[src/rtl/mdu_seq_pkg.sv]
// Shared definitions for the RV32M multiply/divide sequencer.
package mdu_seq_pkg;

    typedef enum logic [2:0] {
        OP_MUL    = 3'd0,
        OP_MULH   = 3'd1,
        OP_MULHSU = 3'd2,
        OP_MULHU  = 3'd3,
        OP_DIV    = 3'd4,
        OP_DIVU   = 3'd5,
        OP_REM    = 3'd6,
        OP_REMU   = 3'd7
    } md_op_t;

    typedef enum logic [1:0] {
        IDLE = 2'd0,
        MUL  = 2'd1,
        DIV  = 2'd2,
        DONE = 2'd3
    } mdu_state_t;

    localparam int          MDU_ITER = 32;
    localparam logic [31:0] INT_MIN  = 32'h8000_0000;

endpackage

[src/rtl/mdu_seq_if.sv]
// EX-side request/response bundle between the pipeline and the M-extension sequencer.
interface mdu_seq_if;

    logic        flush;
    logic        start_valid;
    logic        start_ready;
    logic [2:0]  func3;
    logic [31:0] op_a;
    logic [31:0] op_b;
    logic        busy;
    logic        result_valid;
    logic        result_ready;
    logic [31:0] result;

    modport master (
        output flush, start_valid, func3, op_a, op_b, result_ready,
        input  start_ready, busy, result_valid, result
    );

    modport slave (
        input  flush, start_valid, func3, op_a, op_b, result_ready,
        output start_ready, busy, result_valid, result
    );

endinterface

[src/rtl/mdu_divstep.sv]
// One restoring-division step on unsigned magnitudes: shift {rem,quo} left, trial-subtract divisor.
module mdu_divstep (
    input  logic [31:0] rem,
    input  logic [31:0] quo,
    input  logic [31:0] divisor,
    output logic [31:0] rem_nx,
    output logic [31:0] quo_nx
);

    logic [32:0] shifted;
    logic [32:0] diff;

    // The shifted remainder needs 33 bits; after a successful subtract it fits 32 again.
    assign shifted = {rem, quo[31]};
    assign diff    = shifted - {1'b0, divisor};
    assign rem_nx  = diff[32] ? shifted[31:0] : diff[31:0];
    assign quo_nx  = {quo[30:0], ~diff[32]};

endmodule

[src/rtl/mdu_seq.sv]
// Iterative RV32M multiply/divide sequencer: radix-2 shift-add multiply and restoring divide,
// one op in flight, result returned under a valid/ready handshake.
module mdu_seq
    import mdu_seq_pkg::*;
#(
    parameter bit FAST_PATH = 1'b1
) (
    input  logic       clk,
    input  logic       rst_n,
    mdu_seq_if.slave   mdu
);

    mdu_state_t  state_q;
    logic [4:0]  cnt_q;
    md_op_t      op_q;
    logic [63:0] acc_q;
    logic [31:0] dvsr_q;
    logic        neg_q;
    logic        spec_q;
    logic [31:0] spec_val_q;
    logic [31:0] res_q;
    logic        res_vld_q;

    md_op_t      op_in;
    logic        a_signed;
    logic        b_signed;
    logic        sa;
    logic        sb;
    logic [31:0] mag_a;
    logic [31:0] mag_b;
    logic        is_div;
    logic        div_zero;
    logic        div_ovf;
    logic        special;
    logic [31:0] spec_val;
    logic        neg_in;

    assign op_in = md_op_t'(mdu.func3);
    assign is_div = mdu.func3[2];

    always_comb begin
        a_signed = 1'b0;
        b_signed = 1'b0;
        unique case (op_in)
            OP_MULH, OP_DIV, OP_REM: begin
                a_signed = 1'b1;
                b_signed = 1'b1;
            end
            OP_MULHSU: a_signed = 1'b1;
            default: ;
        endcase
        sa    = a_signed & mdu.op_a[31];
        sb    = b_signed & mdu.op_b[31];
        mag_a = sa ? (~mdu.op_a + 32'd1) : mdu.op_a;
        mag_b = sb ? (~mdu.op_b + 32'd1) : mdu.op_b;
        // The remainder follows the dividend's sign; products and quotients follow sa^sb.
        neg_in = (op_in == OP_REM) ? sa : (sa ^ sb);
    end

    always_comb begin
        div_zero = is_div & (mdu.op_b == 32'd0);
        div_ovf  = ((op_in == OP_DIV) || (op_in == OP_REM)) &
                   (mdu.op_a == INT_MIN) & (mdu.op_b == 32'hFFFF_FFFF);
        special  = div_zero | div_ovf;
        spec_val = 32'd0;
        if (div_zero)
            spec_val = mdu.func3[1] ? mdu.op_a : 32'hFFFF_FFFF;
        else if (div_ovf)
            spec_val = mdu.func3[1] ? 32'd0 : INT_MIN;
    end

    logic [32:0] mul_sum;
    logic [63:0] mul_next;
    logic [31:0] div_rem;
    logic [31:0] div_quo;
    logic [63:0] iter_next;

    // Multiplier sits in the low half and is consumed LSB-first as the sum shifts in from the top.
    assign mul_sum  = {1'b0, acc_q[63:32]} + {1'b0, (acc_q[0] ? dvsr_q : 32'd0)};
    assign mul_next = {mul_sum, acc_q[31:1]};

    mdu_divstep u_divstep (
        .rem     (acc_q[63:32]),
        .quo     (acc_q[31:0]),
        .divisor (dvsr_q),
        .rem_nx  (div_rem),
        .quo_nx  (div_quo)
    );

    assign iter_next = (state_q == MUL) ? mul_next : {div_rem, div_quo};

    logic [63:0] mul_fin;
    logic [31:0] div_sel;
    logic [31:0] div_fin;
    logic [31:0] res_next;

    always_comb begin
        mul_fin = neg_q ? (~mul_next + 64'd1) : mul_next;
        div_sel = op_q[1] ? div_rem : div_quo;
        div_fin = neg_q ? (~div_sel + 32'd1) : div_sel;
        unique case (op_q)
            OP_MUL:                       res_next = mul_fin[31:0];
            OP_MULH, OP_MULHSU, OP_MULHU: res_next = mul_fin[63:32];
            default:                      res_next = div_fin;
        endcase
    end

    always_ff @(posedge clk or negedge rst_n) begin
        if (!rst_n) begin
            state_q    <= IDLE;
            cnt_q      <= 5'd0;
            op_q       <= OP_MUL;
            acc_q      <= 64'd0;
            dvsr_q     <= 32'd0;
            neg_q      <= 1'b0;
            spec_q     <= 1'b0;
            spec_val_q <= 32'd0;
            res_q      <= 32'd0;
            res_vld_q  <= 1'b0;
        end else if (mdu.flush) begin
            state_q   <= IDLE;
            cnt_q     <= 5'd0;
            res_vld_q <= 1'b0;
        end else begin
            unique case (state_q)
                IDLE: begin
                    if (mdu.start_valid) begin
                        op_q       <= op_in;
                        neg_q      <= neg_in;
                        spec_q     <= special;
                        spec_val_q <= spec_val;
                        cnt_q      <= 5'd0;
                        if (is_div) begin
                            acc_q  <= {32'd0, mag_a};
                            dvsr_q <= mag_b;
                        end else begin
                            acc_q  <= {32'd0, mag_b};
                            dvsr_q <= mag_a;
                        end
                        if (FAST_PATH && special) begin
                            state_q   <= DONE;
                            res_q     <= spec_val;
                            res_vld_q <= 1'b1;
                        end else begin
                            state_q <= is_div ? DIV : MUL;
                        end
                    end
                end
                MUL, DIV: begin
                    acc_q <= iter_next;
                    cnt_q <= cnt_q + 5'd1;
                    // The last iteration and result formatting share this edge.
                    if (cnt_q == 5'(MDU_ITER - 1)) begin
                        state_q   <= DONE;
                        res_q     <= spec_q ? spec_val_q : res_next;
                        res_vld_q <= 1'b1;
                    end
                end
                DONE: begin
                    if (mdu.result_ready) begin
                        state_q   <= IDLE;
                        res_vld_q <= 1'b0;
                    end
                end
                default: state_q <= IDLE;
            endcase
        end
    end

    assign mdu.start_ready  = rst_n & ~mdu.flush & (state_q == IDLE);
    assign mdu.busy         = (state_q != IDLE);
    assign mdu.result_valid = res_vld_q;
    assign mdu.result       = res_q;

endmodule

[src/flat_wrapper.sv]
// flat-port wrapper written by rule: the top's interface ports become plain ports
module mdu_seq_flat import mdu_seq_pkg::*;
#(
    parameter bit FAST_PATH = 1'b1
)
  (clk, rst_n, mdu_flush, mdu_start_valid, mdu_func3, mdu_op_a, mdu_op_b, mdu_result_ready, mdu_start_ready, mdu_busy, mdu_result_valid, mdu_result);
  mdu_seq_if mdu_i ();
  input  logic clk;
  input  logic rst_n;
  input wire logic [$bits(mdu_i.flush)-1:0] mdu_flush;
  input wire logic [$bits(mdu_i.start_valid)-1:0] mdu_start_valid;
  input wire logic [$bits(mdu_i.func3)-1:0] mdu_func3;
  input wire logic [$bits(mdu_i.op_a)-1:0] mdu_op_a;
  input wire logic [$bits(mdu_i.op_b)-1:0] mdu_op_b;
  input wire logic [$bits(mdu_i.result_ready)-1:0] mdu_result_ready;
  output wire logic [$bits(mdu_i.start_ready)-1:0] mdu_start_ready;
  output wire logic [$bits(mdu_i.busy)-1:0] mdu_busy;
  output wire logic [$bits(mdu_i.result_valid)-1:0] mdu_result_valid;
  output wire logic [$bits(mdu_i.result)-1:0] mdu_result;
  assign mdu_i.flush = mdu_flush;
  assign mdu_i.start_valid = mdu_start_valid;
  assign mdu_i.func3 = mdu_func3;
  assign mdu_i.op_a = mdu_op_a;
  assign mdu_i.op_b = mdu_op_b;
  assign mdu_i.result_ready = mdu_result_ready;
  assign mdu_start_ready = mdu_i.start_ready;
  assign mdu_busy = mdu_i.busy;
  assign mdu_result_valid = mdu_i.result_valid;
  assign mdu_result = mdu_i.result;
  mdu_seq #(.FAST_PATH(FAST_PATH)) u_core (.clk(clk), .rst_n(rst_n), .mdu(mdu_i));
endmodule
[config.mk]
export PLATFORM = sky130hd
export DESIGN_NAME = mdu_seq_flat
export DESIGN_NICKNAME = d
export VERILOG_FILES = /design/src/rtl/mdu_seq_pkg.sv /design/src/rtl/mdu_seq_if.sv /design/src/rtl/mdu_divstep.sv /design/src/rtl/mdu_seq.sv /design/src/flat_wrapper.sv
export SDC_FILE = /design/constraint.sdc
export NUM_CORES = 1
export LEC_CHECK = 0
export CORE_UTILIZATION = 50
export CTS_BUF_LIST = sky130_fd_sc_hd__clkbuf_8
export DETAILED_ROUTE_END_ITERATION = 8
export HOLD_SLACK_MARGIN = 0.08
export PLACE_DENSITY = 0.79
export SLEW_MARGIN = 20
export SYNTH_ARGS = -nofsm -noshare
export SYNTH_HDL_FRONTEND = slang
export SYNTH_SLANG_ARGS = --single-unit
[constraint.sdc]
create_clock -name clk -period 13.2 [get_ports clk]
set_input_delay 2.64 -clock clk [delete_from_list [all_inputs] [get_ports clk]]
set_output_delay 2.64 -clock clk [all_outputs]
set_load 0.01 [all_outputs]
# Yosys cells after proc, flatten, opt, wreduce, memory -nomap -nowiden
# Index checks and enable logic that the tools add are counted.
# classes
n_bitwise	15
add_sub_neg	7
n_reduce_logical	17
eq_ne	20
n_mux	41
# ops
operator	count
2-to-1 mux 32 bit	16
2-to-1 mux 64 bit	3
case mux 32 bit (2 select lines)	2
case mux 64 bit (2 select lines)	1
adder 32 x 1 -> 32 bit, second input constant	3
inverter 32 bit	3
adder 64 x 1 -> 64 bit, second input constant	1
equality test 32 bit, second input constant	2
inverter 64 bit	1
adder 32 x 32 -> 33 bit	1
subtractor 33 x 32 -> 33 bit	1
zero test 32 bit	1
2-to-1 mux 2 bit	6
2-to-1 mux 5 bit	2
case mux 5 bit (2 select lines)	1
equality test 3 x 2 -> 1 bit, second input constant	3
AND reduction 3 bit	3
2-to-1 mux 1 bit	8
bitwise AND 1 bit	7
equality test 3 x 1 -> 1 bit, second input constant	2
equality test 3 bit, second input constant	2
inequality test 3 x 2 -> 1 bit, second input constant	2
inequality test 3 bit, second input constant	2
case mux 2 bit (3 select lines)	1
21 further kinds	26
# totals
reg_bits	173
out_inout_bits	35

# Logic depth before layout (Yosys ltp)
# Gate-level depths: netlist (run 1).
# logic_depth
depth_word	10
mapped_depth	23

# By module
# From an unflattened synthesis (run 1), not the netlist that was laid out.
# unflattened
cells_unflattened	2347
hier_area_um2	18076.1
# modules_own_cells
module	seq_area_each_um2	area_each_um2	cells_each	n_inst
mdu_seq	4329.2	15484.9	2011	1
mdu_divstep	0.0	2591.2	336	1

# Worst setup path before layout (run 1)
# No wires, ideal clock.
# synth_path
path_kind	input port to flip-flop
start	input mdu_op_b[2]
end	register u_core.res_q[27], in the netlist u_core.mdu.result[27]
n_path_buf	2
required_ns	13.132
slack_ns	7.218
t_arrival_ns	5.913
cell_stages	14
cell_sequence	nor4_1 -> nand3b_1 -> nor3_1 -> and3b_1 -> clkbuf_1 -> nand4_1 -> o21a_1 -> a211o_1 -> clkbuf_1 -> nor2_1 -> o21a_1 -> nand3_1 -> or2_2 -> nand3_1
# synth_via
elab_chain_cells	7
# synth_rtl
item	line_no	text
start: declaration	flat_wrapper.sv:14	input wire logic [$bits(mdu_i.op_b)-1:0] mdu_op_b;
equality test 32 bit	mdu_seq.sv:63	(mdu.op_a == INT_MIN) & (mdu.op_b == 32'hFFFF_FFFF);
bitwise AND 1 bit	mdu_seq.sv:63	
2-to-1 mux 32 bit	mdu_seq.sv:68	else if (div_ovf)
2-to-1 mux 32 bit	mdu_seq.sv:66	if (div_zero)
2-to-1 mux 32 bit	mdu_seq.sv:140	if (FAST_PATH && special) begin
2-to-1 mux 32 bit	mdu_seq.sv:127	if (mdu.start_valid) begin
case mux 32 bit (2 select lines)	mdu_seq.sv:125	unique case (state_q)
end signal: assignment	mdu_seq.sv:142	res_q <= spec_val;
end signal: assignment	mdu_seq.sv:155	res_q <= spec_q ? spec_val_q : res_next;
end: declaration	mdu_seq.sv:21	logic [31:0] res_q;
# Parallel ways exist; a longest one is shown, timed or not. The select of a mux whose other input is x is not followed.
# A chain may end at the register's enable or synchronous reset.

# Worst setup path after layout (run 1)
# layout_path
start	input mdu_op_b[2]
end	register u_core.res_q[17], in the netlist u_core.mdu.result[17]
# The elaborated chain is that of the path after synthesis.

==> summary.md, run 1 <==
| Metric | Value |
|---|---|
| Status | `finished clean` |
| Async set-reset flop share out of synthesis | `100%` |
| Chip width | `194 um` |
| Final Slew Violations | `0` |
| Post-synth EDFFs | `0` |
| Post-synthesis cell type count | `90` |
| 1st-pass router iterations | `6` |
| Clk_lat worst skew | `0.51 ns` |
| Routability cong. | `1.01` |
| F_max | `142 MHz` |
| Largest net degree at the start of global routing | `117` |
| Worst Path Max Fanout | `57` |
| Clock Skew | `0.0205 ns` |
| MaxCap Viol Count | `0` |
| Slowest CP cell | `nor2_1` |
| Synthesis Warnings | `0` |
| Layout cells sized above 1 | `5.56%` |
| Worst path cell trace | `clkdlybuf4s50_1 > nor4_1 > nand3b_1 > nor3_1 > and3b_1 > nand4_1 > buf_4 > o21a_1 > a211o_1 > buf_4 > nor2_1 > o21ai_0 > or2_2 > o311ai_0` |
| WP data required | `13.59 ns` |
| Cts hold-fix bufs | `0` |
| LEAKAGE | `8.12 nW` |
| Post-Syn Area | `0.0184 sq mm` |
| Die Height | `194 um` |
| RSZ-0062 raised after global routing | `false` |
| Most frequent cell on the critical path | `buf_4` |
| Power density over the cells | `255 mW/mm^2` |
| CTS Buf Count | `17` |
| Clock sinks | `173` |
| Worst path max stage delay | `0.61 ns` |
| Syn_nets | `2660` |
| CP Class | `in2reg` |
| Worst Hold Class | `reg2reg` |
| Area post-placement | `0.0196 sq mm` |
| Synth Flop Type | `dfrtp_1` |
| CTS tree | `done` |
| Synth-to-layout area growth | `8.76%` |
| IO Count | `107` |
| # rows | `69` |
| Global-route wire length before repair | `113 mm` |
| Port bufs | `106` |
| Setup TNS | `0 ns` |
| Root buffer cell | `clkbuf_8` |
| Worst r2r dst | `u_core.mdu.result[10]` |
| Vias in the first global route | `18577` |
| DR vias/cell | `6.75` |
| Worst r2r src | `u_core.acc_q[31]` |
| DP HPWL | `57.6 mm` |
| Die ar. | `0.0375 sq mm` |
| Total Routed Length | `74.4 mm` |
| Seq. cell area | `0.00433 sq mm` |
| Hold Path Cell Cnt | `2` |
| Synth area leaders | `dfrtp_1, a21oi_1, o21ai_0` |
| Reg-to-reg slack, setup | `6.62 ns` |
| Synthesized flop and latch total | `173` |
| Top-count cell post-synth | `nand2_1` |
| Post-Syn Instances | `2511` |
| Final setup viols | `0` |
| Fillers | `3455` |
| Crit path time final | `7.03 ns` |
| Total number of vias | `19994` |
| Average size of a mapped cell | `7.32 sq um` |
| Number of routed nets with antenna violations | `0` |
| Setup crit end kind | `flip-flop` |
| Sequential-to-total area share from yosys stat | `23.6%` |
| Worst Path Arrival | `7.42 ns` |
| Multi-input gate area | `0.0131 sq mm` |
| Setup Fix Bufs, Post-CTS | `0` |
| Average wire per cell in the routed design | `25.1 um` |
| Reg2reg path depth | `20` |
| Initial Util | `51.3%` |
| Clk buf depth | `2` |
| Hold EP | `u_core.spec_val_q[17]` |
| Commonest cells post-synth | `nand2_1, nor2_1, a21oi_1` |
| Core area | `0.0358 sq mm` |
| Post-layout nets | `2636` |
| GRT Overall Usage | `39.4%` |
| Antenna violations before repair | `4` |
| Final Hold Viols | `0` |
| Cell taking the most area after synthesis | `dfrtp_1` |
| Hold path start | `u_core.spec_val_q[17]` |
| DR DRC count | `0` |
| Initial DRC Count | `2351` |
| Final instance area | `0.0200 sq mm` |
| H-tree depth | `4` |
| Worst-margin pin slew | `1.11 ns` |
| Critical path startpoint category | `primary input` |
| Period utilization | `53.3%` |
| Area share of the largest cell type after synthesis | `23.6%` |
| Post-CTS Resized | `0` |
| CTS clk-pin slew, worst paths | `0.10 ns` |
| Congestion Overflow GR | `0` |
| Peak supply drop | `141 uV` |
| Slew HR | `24.0%` |
==> cells by family (layout without fill, tap and decap cells) <==
kind of cell | Yosys count | after routing | synth area share [%]
multiplexers | 57 | 57 | 3.30
AO/OA/AOI/OAI | 860 | 860 | 30.4
buffers and inverters | 255 | 243 | 5.30
AND/OR/NAND/NOR | 902 | 902 | 23.2
XOR/XNOR | 187 | 187 | 8.91
flip-flops | 173 | 173 | 23.6
other | 0 | 2 | 0
adder cells (fa/ha/maj) | 77 | 77 | 5.33
==> metal layers <==
layer / GRT usage [%] / share of wire (%) / vias up
met2: 59.1 / 43 / 1132
met3: 7.58 / 9.8 / 196
met4: 24.9 / 6.8 / 0
met1: 52.1 / 41 / 9490
met5: 0 / 0 / -
li1: - / - / 9176
==> registers in the layout, indices dropped and copies added, names as in the netlist <==
register	count
u_core.dvsr_q	32
u_core.state_q	2
u_core.spec_val_q	32
u_core.neg_q	1
u_core.mdu.result_valid	1
u_core.cnt_q	5
u_core.op_q	3
u_core.mdu.result	32
u_core.spec_q	1
u_core.acc_q	64
==> power by group <==
| group | total (mW) | leakage, nW | switching [mW] | internal, mW |
|---|---|---|---|---|
| sequential | 0.992 | 2.28 | 0.296 | 0.697 |
| combinational | 3.71 | 5.64 | 2.41 | 1.29 |
| clock | 0.406 | 0.198 | 0.234 | 0.172 |
==> worst max path at each step <==
stage	start	end	slack (ns)	cells after the start
2_1_floorplan	mdu_op_b[2]	u_core.mdu.result[27]	7.22	14
3_3_place_gp	mdu_op_b[2]	u_core.mdu.result[27]	5.94	15
3_5_place_dp	mdu_op_b[2]	u_core.mdu.result[17]	5.77	14
4_1_cts	mdu_op_b[2]	u_core.mdu.result[17]	6.29	14
5_1_grt	mdu_op_b[2]	u_core.mdu.result[17]	5.86	14
6_report	mdu_op_b[2]	u_core.mdu.result[17]	6.17	14
==> area by class of cell <==
cell class              count  share of cell area (%)
multi-input cells        2083                    65.6
flip-flops and latches    173                    21.7
repair buffers            135                    6.44
well taps                 461                    2.89
inverters                  77                    1.45
clock buffers              17                    1.17
clock inverters            14                   0.795
diodes                      2                  0.0250
==> per-stage QoR <==
step / hold slack (ns) / util, % / instances / power (mW) / setup WS [ns]
final: 0.487 / 55.8 / 2962 / 5.10 / 6.17
after global routing: 0.524 / 55.8 / 2960 / 5.39 / 5.86
after CTS: 0.484 / 55.7 / 2959 / 4.96 / 6.29
after detailed placement: 0.462 / 54.6 / 2928 / 4.54 / 5.77
after global placement: 0.453 / 54.6 / 2928 / 4.50 / 5.94
after floorplan: 0.443 / - / 2511 / 3.38 / 7.22
==> cells in the final DEF (no fill, tap or decap), drive strengths merged, types with 9 or more instances in the layout <==
master / n
o211ai: 33
or3: 31
buf: 31
nand4: 36
a22o: 12
mux2i: 28
a21oi: 226
a221oi: 14
a211o: 9
a31oi: 22
nand3: 52
and2: 45
a21o: 25
dfrtp: 173
nor4: 24
inv: 84
clkdlybuf4s50: 104
o41ai: 15
and3: 16
or4: 11
o21ai: 225
o221ai: 20
nand2b: 14
nand2: 282
xnor2: 97
o31ai: 66
nor2b: 16
ha: 75
a211oi: 60
mux2: 29
xor2: 90
nor2: 250
nor3: 74
clkbuf: 17
o22ai: 12
o21a: 19
or2: 18
==> critical path: cells and delay by family <==
kind                   cells  cell delay (ns)
AO/OA/AOI/OAI              4             0.92
buffers and inverters      3             1.13
AND/OR/NAND/NOR            7             2.71
Note: power is estimated with default switching activity, not from simulation.
==> inputs of run 2 (changes only) <==
PLACE_DENSITY = 0.81   (was 0.79)
clock period = 6 ns   (was 13.2 ns; I/O delays follow)
==> run 2 against run 1 <==
Die area unchanged; highest routed layer is now met5; cell count grew 1.2%; clock power is 140% higher; critical endpoint is now u_core.mdu.result[10]; power increased by 130%; largest cell class unchanged; critical path type is now reg2reg.
==> summary.md, run 2 (synthesis gave the netlist of run 1 again) <==
| Metric | Value |
|---|---|
| Commonest cells after routing, fill and taps aside | `nand2_1, nor2_1, a21oi_1, o21ai_0, dfrtp_1` |
| Clock Skew | `0.0360 ns (+0.0155 ns)` |
| Total number of vias | `20404 (+2.1%)` |
| Worst-margin pin slew | `1.13 ns (+0.0160 ns)` |
| F_max | `178 MHz` |
| Status | `finished clean` |
| DR DRC count | `0 (unchanged)` |
| Total power | `11.5 mW (+130%)` |
| Average wire per cell in the routed design | `26.3 um (+4.8%)` |
| Period utilization | `93.4%` |
| Sw frac | `57.7% (about the same)` |
| Initial DRC Count | `2551 (+8.5%)` |
| Setup crit end kind | `flip-flop` |
| Peak supply drop | `290 uV (+110%)` |
| Routability cong. | `1.05 (+3.7%)` |
| Crit path time final | `5.60 ns` |
| CTS Buf Count | `17 (unchanged)` |
| CTS tree | `done` |
| GRT Overall Usage | `41.8% (+2.4 points)` |
| Finished Layout Cells | `2997 (+1.2%)` |
| # rows | `69 (unchanged)` |
| Antenna violations before repair | `4 (unchanged)` |
| H-tree depth | `4 (unchanged)` |
| CP Class | `reg2reg` |
| RSZ-0062 raised after global routing | `false` |
| Power density over the cells | `567 mW/mm^2 (+120%)` |
| Setup Fix Bufs, Post-CTS | `0 (unchanged)` |
| Area post-placement | `0.0198 sq mm (+1.4%)` |
| Comb pwr share | `72.7% (about the same)` |
| Hold EP | `u_core.spec_val_q[9]` |
| Internal Power | `4.87 mW (+130%)` |
| Clk buf depth | `2 (unchanged)` |
| Worst Hold Class | `reg2reg` |
| Sequential power share | `18.9% (-0.5 points)` |
| Reg-to-reg slack, setup | `0.40 ns (-6.22 ns)` |
| Worst Path Arrival | `6.00 ns (-1.42 ns)` |
| Worst r2r dst | `u_core.mdu.result[10]` |
| Hold path start | `u_core.spec_val_q[9]` |
| Final Slew Violations | `0 (unchanged)` |
| Port bufs | `106 (unchanged)` |
| DP HPWL | `61.8 mm (+7.3%)` |
| Setup TNS | `0 ns (unchanged)` |
| Worst r2r src | `u_core.dvsr_q[13]` |
| Worst Path Max Fanout | `11 (-81%)` |
| IO Count | `107 (unchanged)` |
| Total Routed Length | `78.9 mm (+6.0%)` |
| DR vias/cell | `6.81 (+0.86%)` |
| Layout cells sized above 1 | `7.02% (+1.5 points)` |
| Clk_lat worst skew | `0.54 ns (+0.03 ns)` |
| WP data required | `6.40 ns (-7.19 ns)` |
| Initial Util | `51.3% (unchanged)` |
| Cts hold-fix bufs | `0 (unchanged)` |
| Congestion Overflow GR | `0 (unchanged)` |
| Post-CTS Resized | `0 (unchanged)` |
| Slew HR | `24.7% (+0.67 points)` |
| Inst Count DP | `2963 (+1.2%)` |
| Post-layout nets | `2670 (+1.3%)` |
| MaxCap Viol Count | `0 (unchanged)` |
| Global-route wire length before repair | `119 mm (+4.6%)` |
| Vias in the first global route | `18968 (+2.1%)` |
| Chip width | `194 um (unchanged)` |
| Largest net degree at the start of global routing | `135 (+15%)` |
| Core area | `0.0358 sq mm (unchanged)` |
| Number of routed nets with antenna violations | `0 (unchanged)` |
| CTS clk-pin slew, worst paths | `0.13 ns (+0.03 ns)` |
| Hold Slack | `0.492 ns (+0.00594 ns)` |
| Commonest non-fill, non-tap cell in the layout | `nand2_1` |
| Synth-to-layout area growth | `10.5%` |
| Sw Pwr | `6.64 mW (+130%)` |
| Critical path startpoint category | `flip-flop` |
| Final Hold Viols | `0 (unchanged)` |
| Max FFs per register | `64 (unchanged)` |
| Clock sinks | `173 (unchanged)` |
| Clock network fraction of design power | `8.4% (+0.4 points)` |
| Biggest register | `u_core.acc_q` |
| LEAKAGE | `8.30 nW (+2.3%)` |
| 1st-pass router iterations | `6 (unchanged)` |
| Reg2reg path depth | `17 (-15%)` |
| Die Height | `194 um (unchanged)` |
| Root buffer cell | `clkbuf_8` |
| Die ar. | `0.0375 sq mm (unchanged)` |
| Final setup viols | `0 (unchanged)` |
| Final instance area | `0.0203 sq mm (+1.6%)` |
| Hold Path Cell Cnt | `2 (unchanged)` |
[run 2: cell count changes in the layout (fill, tap and decap cells not counted), sizes merged]
cell / before / now
buf: 31 / 65
bufinv: 2 / 1
clkinv: 2 / 10
clkinvlp: 3 / 0
inv: 84 / 81
[run 2: layout make-up]
cell class / count / area, sq um
fillers: 3437 / 15500
multi-input cells: 2083 / 13100
flip-flops and latches: 173 / 4330
repair buffers: 169 / 1540
well taps: 461 / 577
inverters: 77 / 289
clock buffers: 17 / 234
clock inverters: 15 / 215
diodes: 2 / 5.00
[run 2: worst max path at each step]
stage | to | slack, ns | from
2_1_floorplan | u_core.mdu.result[28] | 0.91 | u_core.acc_q[31]
3_3_place_gp | u_core.mdu.result[10] | 0.60 | u_core.acc_q[31]
3_5_place_dp | u_core.mdu.result[10] | 0.48 | u_core.acc_q[31]
4_1_cts | u_core.mdu.result[10] | 0.49 | u_core.acc_q[31]
5_1_grt | u_core.mdu.result[10] | 0.22 | u_core.acc_q[31]
6_report | u_core.mdu.result[10] | 0.40 | u_core.dvsr_q[13]
[run 2: critical path, cell delays in order, from the launching register on]
cell	delay [ns]
dfrtp_1	0.50
inv_1	0.08
ha_1	0.45
a21oi_1	0.19
o211ai_1	0.26
nand3_1	0.21
a2111oi_4	0.57
o21a_1	0.46
nor2_2	0.17
a21oi_1	0.33
ha_1	0.29
o211ai_1	0.13
or3_1	0.57
buf_4	0.24
o21ai_0	0.20
xnor2_1	0.11
a211oi_1	0.52
o21ai_0	0.19
[run 2: metrics by stage]
stage	utilization (%)	setup slack (ns)
after global placement	55.4	0.597
after CTS	56.6	0.488
after global routing	56.6	0.222
after floorplan	-	0.906
after detailed placement	55.4	0.482
final	56.7	0.397
[run 2: layer usage]
layer	up-vias	GRT usage (%)	part of all wire (%)
li1	9231	-	-
met1	9744	55.4	41
met2	1176	63.4	43
met3	251	6.30	9.1
met4	2	27.7	7.3
met5	-	0	0.014
[run 2: power groups by stage]
stage               Sequential, mW  Clock (mW)  Combinational, mW
finish                        2.17       0.972               8.37
detailed placement            2.16           0               8.10
global placement              2.15           0               8.04
global route                  2.19        1.01               8.98
floorplan                     1.83           0               5.60
CTS                           2.13       0.968               8.14
